**src/rtl/cache_pkg.sv**
```systemverilog
// Shared definitions for the single-port RAM arbiter: FSM encoding and port indices.
package cache_pkg;

    typedef enum logic {
        ST_CLEAR = 1'b0,
        ST_RUN   = 1'b1
    } state_t;

    localparam int unsigned PORT0  = 0;
    localparam int unsigned PORT1  = 1;
    localparam int unsigned NPORTS = 2;

endpackage

```
**src/rtl/rr_arb2.sv**
```systemverilog
// Two-way round-robin arbiter; the last-grant pointer advances on every grant.
module rr_arb2
    import cache_pkg::*;
(
    input  logic              clk,
    input  logic              reset,
    input  logic [NPORTS-1:0] req,
    output logic [NPORTS-1:0] gnt
);

    // last_p1 set means port 1 was granted most recently, so port 0 wins a tie
    logic last_p1;

    always_comb begin
        gnt = '0;
        case (req)
            2'b01:   gnt = 2'b01;
            2'b10:   gnt = 2'b10;
            2'b11:   gnt = last_p1 ? 2'b01 : 2'b10;
            default: gnt = '0;
        endcase
    end

    always_ff @(posedge clk) begin
        if (reset) begin
            last_p1 <= 1'b1;
        end else if (|gnt) begin
            last_p1 <= gnt[PORT1];
        end
    end

endmodule

```
**src/rtl/spram_port_arbiter.sv**
```systemverilog
// Shares one single-port RAM between two requesters and clears every word
// after reset or on a flush request.
module spram_port_arbiter
    import cache_pkg::*;
#(
    parameter int unsigned             ADDR_WIDTH = 4,
    parameter int unsigned             DATA_WIDTH = 32,
    parameter logic [DATA_WIDTH-1:0]   INIT_VALUE = '0
) (
    input  logic                  clk,
    input  logic                  reset,
    input  logic                  flush,
    output logic                  busy,
    input  logic                  p0_req,
    input  logic                  p0_we,
    input  logic [ADDR_WIDTH-1:0] p0_addr,
    input  logic [DATA_WIDTH-1:0] p0_wdata,
    output logic                  p0_gnt,
    output logic                  p0_rvalid,
    output logic [DATA_WIDTH-1:0] p0_rdata,
    input  logic                  p1_req,
    input  logic                  p1_we,
    input  logic [ADDR_WIDTH-1:0] p1_addr,
    input  logic [DATA_WIDTH-1:0] p1_wdata,
    output logic                  p1_gnt,
    output logic                  p1_rvalid,
    output logic [DATA_WIDTH-1:0] p1_rdata,
    output logic [ADDR_WIDTH-1:0] ram_addr,
    output logic                  ram_re,
    output logic                  ram_we,
    output logic [DATA_WIDTH-1:0] ram_wdata,
    input  logic [DATA_WIDTH-1:0] ram_rdata
);

    localparam logic [ADDR_WIDTH-1:0] LAST_ADDR = '1;

    state_t                  state;
    state_t                  state_nxt;
    logic [ADDR_WIDTH-1:0]   clr_cnt;
    logic [ADDR_WIDTH-1:0]   addr_q;
    logic [DATA_WIDTH-1:0]   wdata_q;
    logic                    rd_pend_q;
    logic                    owner_p1_q;
    logic                    run_ok;
    logic [NPORTS-1:0]       arb_req;
    logic [NPORTS-1:0]       arb_gnt;

    // Grants only in RUN, and never in a flush or reset cycle
    assign run_ok  = (state == ST_RUN) && !reset && !flush;
    assign arb_req = {p1_req, p0_req} & {NPORTS{run_ok}};

    rr_arb2 u_arb (
        .clk   (clk),
        .reset (reset),
        .req   (arb_req),
        .gnt   (arb_gnt)
    );

    assign p0_gnt    = arb_gnt[PORT0];
    assign p1_gnt    = arb_gnt[PORT1];
    assign busy      = (state == ST_CLEAR);
    assign p0_rdata  = ram_rdata;
    assign p1_rdata  = ram_rdata;
    // Reset kills a read response that is already on its way out
    assign p0_rvalid = rd_pend_q && !owner_p1_q && !reset;
    assign p1_rvalid = rd_pend_q &&  owner_p1_q && !reset;

    always_comb begin
        state_nxt = state;
        ram_re    = 1'b0;
        ram_we    = 1'b0;
        ram_addr  = addr_q;
        ram_wdata = wdata_q;
        if (!reset) begin
            case (state)
                ST_CLEAR: begin
                    ram_we    = 1'b1;
                    ram_addr  = clr_cnt;
                    ram_wdata = INIT_VALUE;
                    if (clr_cnt == LAST_ADDR) begin
                        state_nxt = ST_RUN;
                    end
                end
                ST_RUN: begin
                    if (flush) begin
                        state_nxt = ST_CLEAR;
                    end else if (arb_gnt[PORT1]) begin
                        ram_addr  = p1_addr;
                        ram_wdata = p1_wdata;
                        ram_we    = p1_we;
                        ram_re    = !p1_we;
                    end else if (arb_gnt[PORT0]) begin
                        ram_addr  = p0_addr;
                        ram_wdata = p0_wdata;
                        ram_we    = p0_we;
                        ram_re    = !p0_we;
                    end
                end
                default: state_nxt = ST_CLEAR;
            endcase
        end
    end

    always_ff @(posedge clk) begin
        if (reset) begin
            state      <= ST_CLEAR;
            clr_cnt    <= '0;
            addr_q     <= '0;
            wdata_q    <= INIT_VALUE;
            rd_pend_q  <= 1'b0;
            owner_p1_q <= 1'b0;
        end else begin
            state      <= state_nxt;
            // Counter wraps to zero on the final clear write and rests there in RUN
            clr_cnt    <= (state == ST_CLEAR) ? clr_cnt + ADDR_WIDTH'(1) : '0;
            addr_q     <= ram_addr;
            wdata_q    <= ram_wdata;
            rd_pend_q  <= ram_re;
            owner_p1_q <= arb_gnt[PORT1];
        end
    end

endmodule

```
**config.mk**
```make
export PLATFORM = sky130hd
export DESIGN_NAME = spram_port_arbiter
export DESIGN_NICKNAME = d
export VERILOG_FILES = /design/src/rtl/cache_pkg.sv /design/src/rtl/rr_arb2.sv /design/src/rtl/spram_port_arbiter.sv
export SDC_FILE = /design/constraint.sdc
export NUM_CORES = 1
export LEC_CHECK = 0
export CAP_MARGIN = 10
export CORE_MARGIN = 4
export CORE_UTILIZATION = 33
export CTS_BUF_LIST = sky130_fd_sc_hd__clkbuf_4
export DETAILED_ROUTE_END_ITERATION = 7
export HOLD_SLACK_MARGIN = 0.06
export PLACE_DENSITY = 0.79
export SETUP_SLACK_MARGIN = 0.3
export SYNTH_ARGS = -nofsm -noshare
export SYNTH_HDL_FRONTEND = slang
export SYNTH_SLANG_ARGS = --single-unit
```
**constraint.sdc**
```tcl
create_clock -name clk -period 2.1 [get_ports clk]
set_input_delay 0.42 -clock clk [delete_from_list [all_inputs] [get_ports clk]]
set_output_delay 0.42 -clock clk [all_outputs]
set_load 0.005 [all_outputs]
```
Word-level counts from Yosys, hierarchy flattened:

Cells that the tools add are included.

* register bits: 44

* $add $sub $neg: 1
* equality and inequality tests: 4
* muxes and demuxes: 25
* bitwise logic cells: 2
* reduce and logical (&&, ||, !) cells: 13

Operators by type and width (number)
* 32-bit 2-to-1 mux: 4
* 32-bit case mux with 2 select lines: 1
* 4-bit 2-to-1 mux: 4
* 1-bit 2-to-1 mux: 11
* 4-bit case mux with 2 select lines: 1
* 1-bit logical AND: 6
* 2-bit case mux with 3 select lines: 1
* 1-bit zero test: 5
* 4-bit by 1-bit adder with 4-bit output (second input constant): 1
* 2-bit == test (second input constant): 2
* 4-bit == test (second input constant): 1
* 1-bit case mux with 2 select lines: 2
* 2-bit OR reduction: 2
* 2-bit AND: 1
* 2-bit by 1-bit == test with 1-bit output (second input constant): 1
* 2-bit 2-to-1 mux: 1
* 1-bit inverter: 1

Longest topological paths before layout:

* depth after elaboration: 11
* gate-level depth with buffers: 7
* depth with buffers taken out: 4

By module:

A second synthesis with hierarchy kept.

* cells, all modules: 436
* area total of the unflattened synthesis: 3601.0 µm²

By module, submodules not included
* spram_port_arbiter: instances 1, cells each 430, area each 3547.2 µm², seq. area each 860.8 µm²
* rr_arb2: instances 1, cells each 6, area each 53.8 µm², seq. area each 20.0 µm²

Worst setup path after synthesis:

OpenSTA, ideal clock, no wires.

* path type: input to output
* start: input port reset
* end: output port ram_wdata[10]
* data arrival time: 1.746 ns
* required time: 1.680 ns
* setup slack: -0.066 ns
* stages on the path: 7
* buffers on the path: 3
* cell sequence: clkbuf_1 > or3b_1 > or2_1 > clkbuf_2 > clkbuf_1 > a31oi_1 > a21o_1

* cells in the longest elaborated chain, start to end: 11
* elaborated cells between the ends (all ways): 13

Ends and longest elaborated chain
* start: declaration: line spram_port_arbiter.sv:11 `input logic reset,`
* 1-bit zero test
* 1-bit logical AND (2 in series): line spram_port_arbiter.sv:49 `assign run_ok = (state == ST_RUN) && !reset && !flush;`
* 2-bit AND: line spram_port_arbiter.sv:50 `assign arb_req = {p1_req, p0_req} & {NPORTS{run_ok}};`
* 2-bit == test / 2-bit by 1-bit == test with 1-bit output (equally long branches): line rr_arb2.sv:16 `case (req)`
* 2-bit case mux with 3 select lines: line rr_arb2.sv:16
* 32-bit 2-to-1 mux: line spram_port_arbiter.sv:92 `end else if (arb_gnt[PORT0]) begin`
* 32-bit 2-to-1 mux: line spram_port_arbiter.sv:87 `end else if (arb_gnt[PORT1]) begin`
* 32-bit 2-to-1 mux: line spram_port_arbiter.sv:85 `if (flush) begin`
* 32-bit case mux with 2 select lines: line spram_port_arbiter.sv:75 `case (state)`
* 32-bit 2-to-1 mux (*): line spram_port_arbiter.sv:74 `if (!reset) begin`
* end: declaration: line spram_port_arbiter.sv:31 `output logic [DATA_WIDTH-1:0] ram_wdata,`

Mark *: on every way between the ends. The rest lies on a longest branch, timed or not.

Final worst setup path:

* start: register state
* end: output port ram_wdata[1]

* cells in the longest elaborated chain, start to end: 10
* elaborated cells between the ends (all ways): 13

Ends and longest elaborated chain
* start: declaration: line spram_port_arbiter.sv:37 `state_t state;`
* start signal: assignment: line spram_port_arbiter.sv:113 `state <= state_nxt;`
* 1-bit logical AND (2 in series): line spram_port_arbiter.sv:49
* 2-bit AND: line spram_port_arbiter.sv:50
* 2-bit == test / 2-bit by 1-bit == test with 1-bit output (equally long branches): line rr_arb2.sv:16
* 2-bit case mux with 3 select lines: line rr_arb2.sv:16
* 32-bit 2-to-1 mux: line spram_port_arbiter.sv:92
* 32-bit 2-to-1 mux: line spram_port_arbiter.sv:87
* 32-bit 2-to-1 mux: line spram_port_arbiter.sv:85
* 32-bit case mux with 2 select lines (*): line spram_port_arbiter.sv:75
* 32-bit 2-to-1 mux (*): line spram_port_arbiter.sv:74

Marks and branches as above.

==> impl_metrics.py <==
metrics = {
    "run_status": {
        "outcome": "complete, but fails checks",
        "violations": "setup timing",
    },
    "floorplan": {
        "die_h_um": 105.3,
        "floorplan.initialDensity_pct": 33.80,
        "coreArea_um2": 9240,
        "dieWidth_um": 105.3,
        "dieArea_um2": 11080,
        "num_rows": 35,
        "ios": 218,
    },
    "placed_design": {
        "gp_congestion": 0.9326,
        "placed_cell_area_um2": 4574,
        "dp_hpwl_um": 7445,
        "io_buffers": 121,
        "post-place-ws_ns": -1.052,
    },
    "sta": {
        "rsz0062_at_grt": "yes",
        "period_needed_ns": 2.649,
        "finClkSkew_ns": 0.01103,
        "slew_viol_final": 0,
        "final_hold_viol_count": 0,
        "fin_crit_sh_pct": 126.2,
        "max_freq_ghz": 0.3775,
        "tightest_slew_ns": 0.4198,
        "relSlewSlack_pct": 72.01,
        "setup_viol": 41,
        "timing.final.ws_setup_ns": -0.5492,
    },
    "worst_setup_path": {
        "slowest_delay_ns": 0.39,
        "worstPathRequired_ns": 1.68,
        "critical_path.max_fanout": 6,
        "cpMostUsedCell": "buf_12",
        "slowest_stage": "or3b_4",
        "startpoint_type": "flop",
        "crit_type": "reg2out",
        "crit_arrival_ns": 2.23,
        "cp-end-kind": "output pin",
        "path_cells": "or3b_4, or2_4, buf_12, clkbuf_16, buf_12, a31oi_4, a21o_1, clkbuf_2",
    },
    "cts": {
        "htreeDepth": 2,
        "ctsHoldBuffers": 0,
        "cts_tree": "built",
        "path_clk_slew_ns": 0.12,
        "cts-root-buf": "clkbuf_4",
        "cts.sinks": 44,
        "max-clock-path-buffers": 2,
        "clk_latency_ns": 0.36,
        "cts_buffers": 5,
    },
    "global_route": {
        "overflow": 0,
        "track_usage_pct": 19.34,
        "antenna_found_initial": 0,
        "grt_max_degree": 38,
        "grt_first_pass_wirelength_um": 17680,
        "grt_pass1_vias": 3737,
    },
    "final_layout": {
        "antenna-diode-count": 0,
        "drive_gt1_share_pct": 39.89,
        "area_growth_pct": 82.81,
        "final_core_util_pct": 61.79,
        "fin_area_um2": 5709,
        "fillers": 746,
        "nets": 660,
    },
    "synthesis": {
        "yosysSeqAreaShare_pct": 28.21,
        "netlist_area_um2": 3123,
        "synth_cell_types": 40,
        "yosys_most_used_dff": "dfxtp_1",
        "yosysWarnings": 0,
        "synth-edff-count": 0,
        "yosys-top-cells-area": "dfxtp_1 28%, buf_4 16%, a21o_1 15%, o21ai_0 11%, a31oi_1 6.8%",
        "ys_top_cells_by_count": "70 x o21ai_0, 65 x buf_4, 64 x a21o_1",
        "yosysMostFrequentCell": "o21ai_0",
        "postSynthCellCount": 409,
        "synth_top_area_share_pct": 28.21,
        "synth_area_leader_cell": "dfxtp_1",
        "ys_ff_latch": 44,
        "async_flop_share_pct": 0,
        "postSynthAreaPerCell_um2": 7.636,
        "syn_nets": 521,
    },
    "detailed_routing": {
        "drc_errors": 0,
        "postRouteAntennaNets": 0,
        "wirelength_um": 12780,
        "wl_per_cell_um": 18.85,
        "drt-pass1-iter-count": 4,
        "vias_per_cell": 5.440,
        "dr.first_iter.drc_count": 167,
        "via_count": 3688,
    },
    "hold_path": {
        "min_path_type": "in2reg",
    },
    "pwr": {
        "pwr_density_cell_nw_per_um2": 283.4,
        "ir_worst_vdd_mv": 0.1821,
        "power.leakage_nw": 2.832,
    },
    "run": {
        "drv_cap": 0,
    },
}
-- cell usage in the layout, fill, tap and decap left out, types with 4 or more instances in the layout --
master / count
buf_4: 72
nor2_1: 5
buf_6: 16
nand3_1: 26
nor3_1: 4
dlygate4sd2_1: 4
a31oi_4: 29
o21ai_2: 9
clkdlybuf4s50_1: 74
buf_2: 13
a21o_1: 64
a21oi_1: 4
buf_12: 20
nand2_1: 4
o21ai_0: 15
o21ai_1: 47
clkbuf_2: 11
dlymetal6s2s_1: 16
dfxtp_1: 43
nand3_2: 9
clkbuf_4: 7
-- worst paths after layout --
path | end | start | slack [ns] | depth (start not counted)
min reg2reg | wdata_q[0] | wdata_q[0] | 0.50 | 1
max reg2reg | addr_q[0] | state | -0.01 | 11
max | ram_wdata[1] | state | -0.55 | 8
min | state | reset | 0.40 | 3
-- sequential cells by signal, summed over array words and instances, names as in the netlist --
name / count
addr_q: 4
clr_cnt: 4
wdata_q: 32
state: 1
owner_p1_q: 1
rd_pend_q: 1
u_arb.last_p1: 1
-- area by class of cell --
class                      instances  area (µm²)  area share [%]
sequential                        44       882.1           15.45
inverter                           6       25.02          0.4383
tap                              129       161.4           2.827
clock inverter                     1       3.754         0.06575
clock buffer                       7       52.55          0.9204
timing repair buffer             234        2375           41.60
multi-input combinational        257        2210           38.70
-- cell families after synthesis --
| group | Yosys count | share of synthesized area [%] |
|---|---|---|
| AND/OR/NAND/NOR | 60 | 9.817 |
| AO/OA/AOI/OAI | 194 | 39.82 |
| buffers and inverters | 108 | 21.19 |
| flip-flops | 44 | 28.20 |
| XOR/XNOR | 2 | 0.5610 |
| adder cells (fa/ha/maj) | 1 | 0.4006 |
-- where the power goes --
part	total, mW	switching, mW	internal (mW)
clock	0.438	0.283	0.155
sequential	0.851	0.00838	0.843
combinational	0.329	0.129	0.200
-- what timing repair did --
action / 4_1_cts / 5_1_grt
cloned: 1 / 4
pin swaps: 6 / 19
buffers inserted: 13 / 28
gates resized for setup: 124 / 159
setup endpoints to repair: 79 / 46
-- per-layer routing --
metal  track usage (%)  share of wire [%]  vias up
met1             23.15                 40     1773
met5                 0                  0        -
met3             4.287                6.4       41
met2             33.29                 50      165
met4             7.966                3.2        0
li1                  -                  -     1709
-- metrics by stage --
stage | hold WS (ns) | power, mW | setup TNS (ns) | std cells
floorplan | 0.4382 | 1.040 | -0.5229 | 409
global placement | 0.4514 | 1.174 | -44.20 | 624
detailed placement | 0.4614 | 1.177 | -46.53 | 624
CTS | 0.4490 | 1.617 | -21.61 | 646
global route | 0.3904 | 1.687 | -20.85 | 678
finish | 0.4036 | 1.618 | -18.22 | 678
-- critical path, delay by kind of cell, from the launching register on --
kind	cells	cell delay (ns)
AO/OA/AOI/OAI	2	0.26
AND/OR/NAND/NOR	2	0.70
flip-flops	1	0.38
buffers and inverters	4	0.52
Note: power is estimated with default switching activity, not from simulation.
